### src/rtl/md_hilo_ctrl.sv
// HI/LO result holder and decode interlock downstream of the MulDiv unit.
// Tracks one in-flight mult/div, latches its result, forwards HI/LO reads and watches latency.
module md_hilo_ctrl #(
  parameter int unsigned MAX_LAT = 40
) (
  input  logic        clk,
  input  logic        reset,
  input  logic        start,
  input  logic        cancel,
  input  logic        md_done,
  input  logic [31:0] md_hi,
  input  logic [31:0] md_lo,
  input  logic        mfhi,
  input  logic        mflo,
  input  logic        mthi,
  input  logic        mtlo,
  input  logic [31:0] wdata,
  output logic [31:0] rdata,
  output logic        stall,
  output logic        busy,
  output logic [31:0] hi,
  output logic [31:0] lo,
  output logic        timeout,
  output logic [1:0]  dbg_state
);

  typedef enum logic [1:0] {
    S_IDLE  = 2'd0,
    S_BUSY  = 2'd1,
    S_DRAIN = 2'd2
  } state_e;

  localparam logic [7:0] LAT_LAST = 8'(MAX_LAT - 1);

  state_e      state_q, state_d;
  logic [7:0]  cnt_q, cnt_d;
  logic [31:0] hi_q, hi_d;
  logic [31:0] lo_q, lo_d;
  logic        timeout_q, timeout_d;

  logic        req_any;
  logic        done_in_busy;
  logic        wd_expire;
  logic        wr_result;
  logic        mthi_acc;
  logic        mtlo_acc;

  // Handshake: md_done is a one-cycle pulse qualifying md_hi/md_lo; decode
  // requests are held by the requester for as long as stall is high and
  // are consumed in the first cycle stall is low.
  assign req_any      = start | mfhi | mflo | mthi | mtlo;
  assign done_in_busy = (state_q == S_BUSY) && md_done;
  assign stall        = req_any && (state_q != S_IDLE) && !done_in_busy;
  assign wd_expire    = (cnt_q == LAT_LAST) && !md_done;
  assign mthi_acc     = mthi && !stall;
  assign mtlo_acc     = mtlo && !stall;

  always_ff @(posedge clk or posedge reset) begin
    if (reset) begin
      state_q   <= S_IDLE;
      cnt_q     <= 8'd0;
      hi_q      <= 32'd0;
      lo_q      <= 32'd0;
      timeout_q <= 1'b0;
    end else begin
      state_q   <= state_d;
      cnt_q     <= cnt_d;
      hi_q      <= hi_d;
      lo_q      <= lo_d;
      timeout_q <= timeout_d;
    end
  end

  always_comb begin
    state_d   = state_q;
    cnt_d     = cnt_q;
    timeout_d = timeout_q;
    wr_result = 1'b0;
    case (state_q)
      S_IDLE: begin
        cnt_d = 8'd0;
        if (start && !cancel) begin
          state_d = S_BUSY;
        end
      end
      S_BUSY: begin
        cnt_d = cnt_q + 8'd1;
        if (md_done) begin
          // A flush in the completion cycle drops the result and any new issue.
          cnt_d   = 8'd0;
          state_d = S_IDLE;
          if (!cancel) begin
            wr_result = 1'b1;
            if (start) begin
              state_d = S_BUSY;
            end
          end
        end else if (wd_expire) begin
          cnt_d     = 8'd0;
          state_d   = S_IDLE;
          timeout_d = 1'b1;
        end else if (cancel) begin
          state_d = S_DRAIN;
        end
      end
      S_DRAIN: begin
        cnt_d = cnt_q + 8'd1;
        if (md_done) begin
          cnt_d   = 8'd0;
          state_d = S_IDLE;
        end else if (wd_expire) begin
          cnt_d     = 8'd0;
          state_d   = S_IDLE;
          timeout_d = 1'b1;
        end
      end
      default: begin
        cnt_d   = 8'd0;
        state_d = S_IDLE;
      end
    endcase
  end

  // A move-to in the completion cycle is younger than the mult/div, so it wins.
  always_comb begin
    hi_d = hi_q;
    lo_d = lo_q;
    if (wr_result) begin
      hi_d = md_hi;
      lo_d = md_lo;
    end
    if (mthi_acc) begin
      hi_d = wdata;
    end
    if (mtlo_acc) begin
      lo_d = wdata;
    end
  end

  always_comb begin
    rdata = 32'd0;
    if (mfhi) begin
      if (mthi_acc) begin
        rdata = wdata;
      end else if (done_in_busy) begin
        rdata = md_hi;
      end else begin
        rdata = hi_q;
      end
    end else if (mflo) begin
      if (mtlo_acc) begin
        rdata = wdata;
      end else if (done_in_busy) begin
        rdata = md_lo;
      end else begin
        rdata = lo_q;
      end
    end
  end

  assign busy      = (state_q != S_IDLE);
  assign hi        = hi_q;
  assign lo        = lo_q;
  assign timeout   = timeout_q;
  assign dbg_state = state_q;

endmodule

### config.mk
export PLATFORM = sky130hd
export DESIGN_NAME = md_hilo_ctrl
export DESIGN_NICKNAME = d
export VERILOG_FILES = /design/src/rtl/md_hilo_ctrl.sv
export SDC_FILE = /design/constraint.sdc
export NUM_CORES = 1
export LEC_CHECK = 0
export CAP_MARGIN = 20
export CELL_PAD_IN_SITES_DETAIL_PLACEMENT = 1
export CELL_PAD_IN_SITES_GLOBAL_PLACEMENT = 1
export CORE_MARGIN = 4
export CORE_UTILIZATION = 28
export CTS_CLUSTER_SIZE = 40
export DETAILED_ROUTE_END_ITERATION = 8
export GPL_ROUTABILITY_DRIVEN = 0
export GPL_TIMING_DRIVEN = 0
export PLACE_DENSITY_LB_ADDON = 0.1
export SLEW_MARGIN = 20
export SYNTH_ARGS = -nofsm -noshare
export SYNTH_HDL_FRONTEND = slang
export SYNTH_SLANG_ARGS = --single-unit
### constraint.sdc
create_clock -name clk -period 3.28 [get_ports clk]
set_clock_uncertainty 0.05 [all_clocks]
set_input_delay 0.984 -clock clk [delete_from_list [all_inputs] [get_ports clk]]
set_output_delay 0.984 -clock clk [all_outputs]
set_load 0.01 [all_outputs]
==> run metrics <==
first-pass GRT wire length=33,400 um; DR vias/cell=just over 5; CTS max path bufs=2; Die Wd=approximately 140 um; Placed Area=7520 um^2; maximum clock frequency=between 0.2 and 0.3 GHz; Final Max Slew Viols=0; CTS tree=yes; hold path depth=1; pin count of the biggest net entering global routing=46; Worst Setup Start Kind=input port; port buffer count=slightly above 200; via count=between 4,000 and 5,000; # clock sinks=75; crit path time final=between 3 and 4 ns; drt initial violations=approximately 140; DRC=0; cell area power density=between 900 and 1000 nW/um^2; Crit Path Category=in2out; synth-to-layout area growth=79.0%; CP Data Required Time=between 2 and 2.5 ns; Initial Util=0.287; Final Non-Filler Cells=959; FFs w/ async S/R, synth=1.00; syn avg cell area=around 9.6 um^2; worst stage delay on the critical path=around 0.38 ns; post-synthesis sequential area ratio=0.393; Post-CTS Hold Fix Bufs=0; worst path cell trace=buf_8 -> a21o_4 -> and2_4 -> or3b_4 -> buf_12 -> buf_4 -> o221ai_2 -> buf_4; Detail Placement HPWL=14,800 um; antenna cells=0; post-layout worst setup margin=-0.209 ns; setup slack, reg-to-reg=around 0.66 ns; Fin. Hold Viols=0; CP Capture Type=output port; Hold Path Class=reg2reg; # Max-Cap Violations=0; largest cells by area after synthesis=dfrtp_1 (39%), mux2i_1 (14%), nand2_1 (9.7%); Worst Path Arrival=roughly 2.5 ns; NumNets Final=844; largest area contributor in the synthesized netlist=dfrtp_1; CP delay by family, top=buffers and inverters; Worst slew margin=0.475; initial antenna violation count=0; Clock Pin Slew Worst Setup and Hold Paths=0.06 ns; Core Box Area=between 15,000 and 20,000 um^2; worst skew pair latency=~0.34 ns; synthesized area=4770 um^2; FP Rows=47; Root Driver=clkbuf_16; RR Startpoint=dbg_state[1]$_DFFE_PP0P_; flops & latches, synth=75; Hold Path End=timeout$_DFFE_PP0P_; worst-margin pin slew=0.787 ns; Netlist cell types=38; ratio of cells with drive above 1 in the final layout=0.231; fin crit share=1.06; CP Max Fanout=8; RSZ-0062 raised after global routing=true; Total Wirelength=approximately 22,000 um; Die Height=between 100 and 150 um; cell mode on critical path=buf_4; R2R cell count=7; drt first pass iters=4; Wirelength per Cell=between 20 and 25 um; global-route usage over all layers=0.220; setup violators final=33; Worst path slowest cell=or3b_4; Syn Inst Count=between 400 and 500; run status=finished, violations left; vias in the first global route=~5,700; prevailing post-synth register cell=dfrtp_1; Pleak=approximately 3.6 nW; I/O Pins=roughly 210; die area=slightly below 20,000 um^2; H-tree levels=3; Inserted Clock Buffers=9; dpl cells=921; reg2reg end=lo[12]$_DFFE_PP0P_; Post-synth EDFFs=0; violated checks=setup timing; hold_sp=timeout$_DFFE_PP0P_; grt total ovfl=0; share of the synthesized area in the top cell type=0.393; Peak VDD IR=approximately 480 uV; yosys warns=0; Post-Layout Inst Area=about 8500 um^2; ANT nets after route=0; syn_nets=a little over 600; WP buf/inv=4
[state kept, by name, indices dropped and copies added (netlist names)]
name,cells
hi,32
dbg_state,2
lo,32
timeout,1
cnt_q,8
[final cells by class]
class / instances / area (um^2)
Buffer: 34 / 349
Sequential cell: 75 / 1880
Clock buffer: 10 / 239
Tap cell: 220 / 275
Clock inverter: 5 / 77.6
Fill cell: 1785 / 8100
Timing Repair Buffer: 230 / 2440
Inverter: 7 / 28.8
Multi-Input combinational cell: 378 / 3250
[placed cells by master (no fill, tap or decap), drive strengths merged, types with 5 or more instances in the layout]
cell / n
nand2: 124
nor2: 12
a22oi: 60
dfrtp: 75
clkbuf: 31
nand2b: 36
inv: 7
buf: 72
o21ai: 6
mux2i: 68
clkdlybuf4s50: 168
o221ai: 32
xor2: 5
nand3: 5
[synthesized netlist by cell type (2+ instances only)]
cell	n
a21oi_1	3
a22oi_1	60
and2_1	3
and3_1	2
buf_2	8
buf_6	5
clkbuf_1	21
dfrtp_1	75
ha_1	4
inv_1	7
mux2i_1	68
nand2_1	124
nand2b_1	36
nand3_1	5
nand3b_1	2
nor2_1	12
o21ai_0	6
o221ai_1	2
o221ai_2	30
xor2_1	5
[power breakdown]
group	switching, W	internal (W)
registers	0.000370	0.00133
logic	0.00239	0.00257
clock network	0.000414	0.000681
[stage by stage]
stage / hold slack (ns) / power [W] / setup TNS (ns) / setup WS [ns] / util
final: 0.429 / 0.00776 / -5.65 / -0.209 / 0.513
after global routing: 0.465 / 0.00822 / -6.73 / -0.225 / 0.513
after CTS: 0.438 / 0.00758 / -6.79 / -0.236 / 0.503
after detailed placement: 0.416 / 0.00606 / -51.84 / -1.44 / 0.452
after global placement: 0.411 / 0.00596 / -152.02 / -1.40 / 0.450
after floorplan: 0.419 / 0.00401 / -3.95 / -0.129 / -
[worst max path at each step]
stage | startpoint | end | slack [ns] | cells after the start
after floorplan | md_done | rdata[0] | -0.13 | 8
after global placement | mfhi | rdata[20] | -1.40 | 7
after detailed placement | mfhi | rdata[20] | -1.44 | 7
after CTS | md_done | rdata[19] | -0.24 | 10
after global routing | dbg_state[0]$_DFFE_PP0P_ | rdata[20] | -0.22 | 9
final | md_done | rdata[30] | -0.21 | 8
[timing repair]
action / 4_1_cts / 5_1_grt
setup buffers: 16 / 1
gates cloned: 9 / 0
resized for setup: 221 / 46
hold endpoints to repair: 0 / 0
pin swaps: 34 / 3
setup endpoints to repair: 33 / 53
[cells by family after synthesis]
kind of cell,Yosys count,share of synthesized area
multiplexers,68,0.143
adder cells (fa/ha/maj),4,0.0105
XOR/XNOR,6,0.0110
AO/OA/AOI/OAI,109,0.218
AND/OR/NAND/NOR,191,0.181
buffers and inverters,43,0.0446
flip-flops,75,0.393
[worst reg2reg max path, delay by kind of cell, from the launching register on]
family,cells,cell delay [ns]
simple gates,3,0.96
flops,1,0.39
buf+inv,2,0.76
fa+ha+maj,1,0.17
compound gates,1,0.21
[per-layer routing]
metal	part of all wire	track usage	routed length, um	vias to the layer above
li1	-	-	-	2275
met1	0.41	0.266	8920	2530
met2	0.51	0.383	11000	152
met3	0.067	0.0621	1460	18
met4	0.014	0.0614	296	0
met5	0	0	0	-
(Power assumes the default switching activity.)
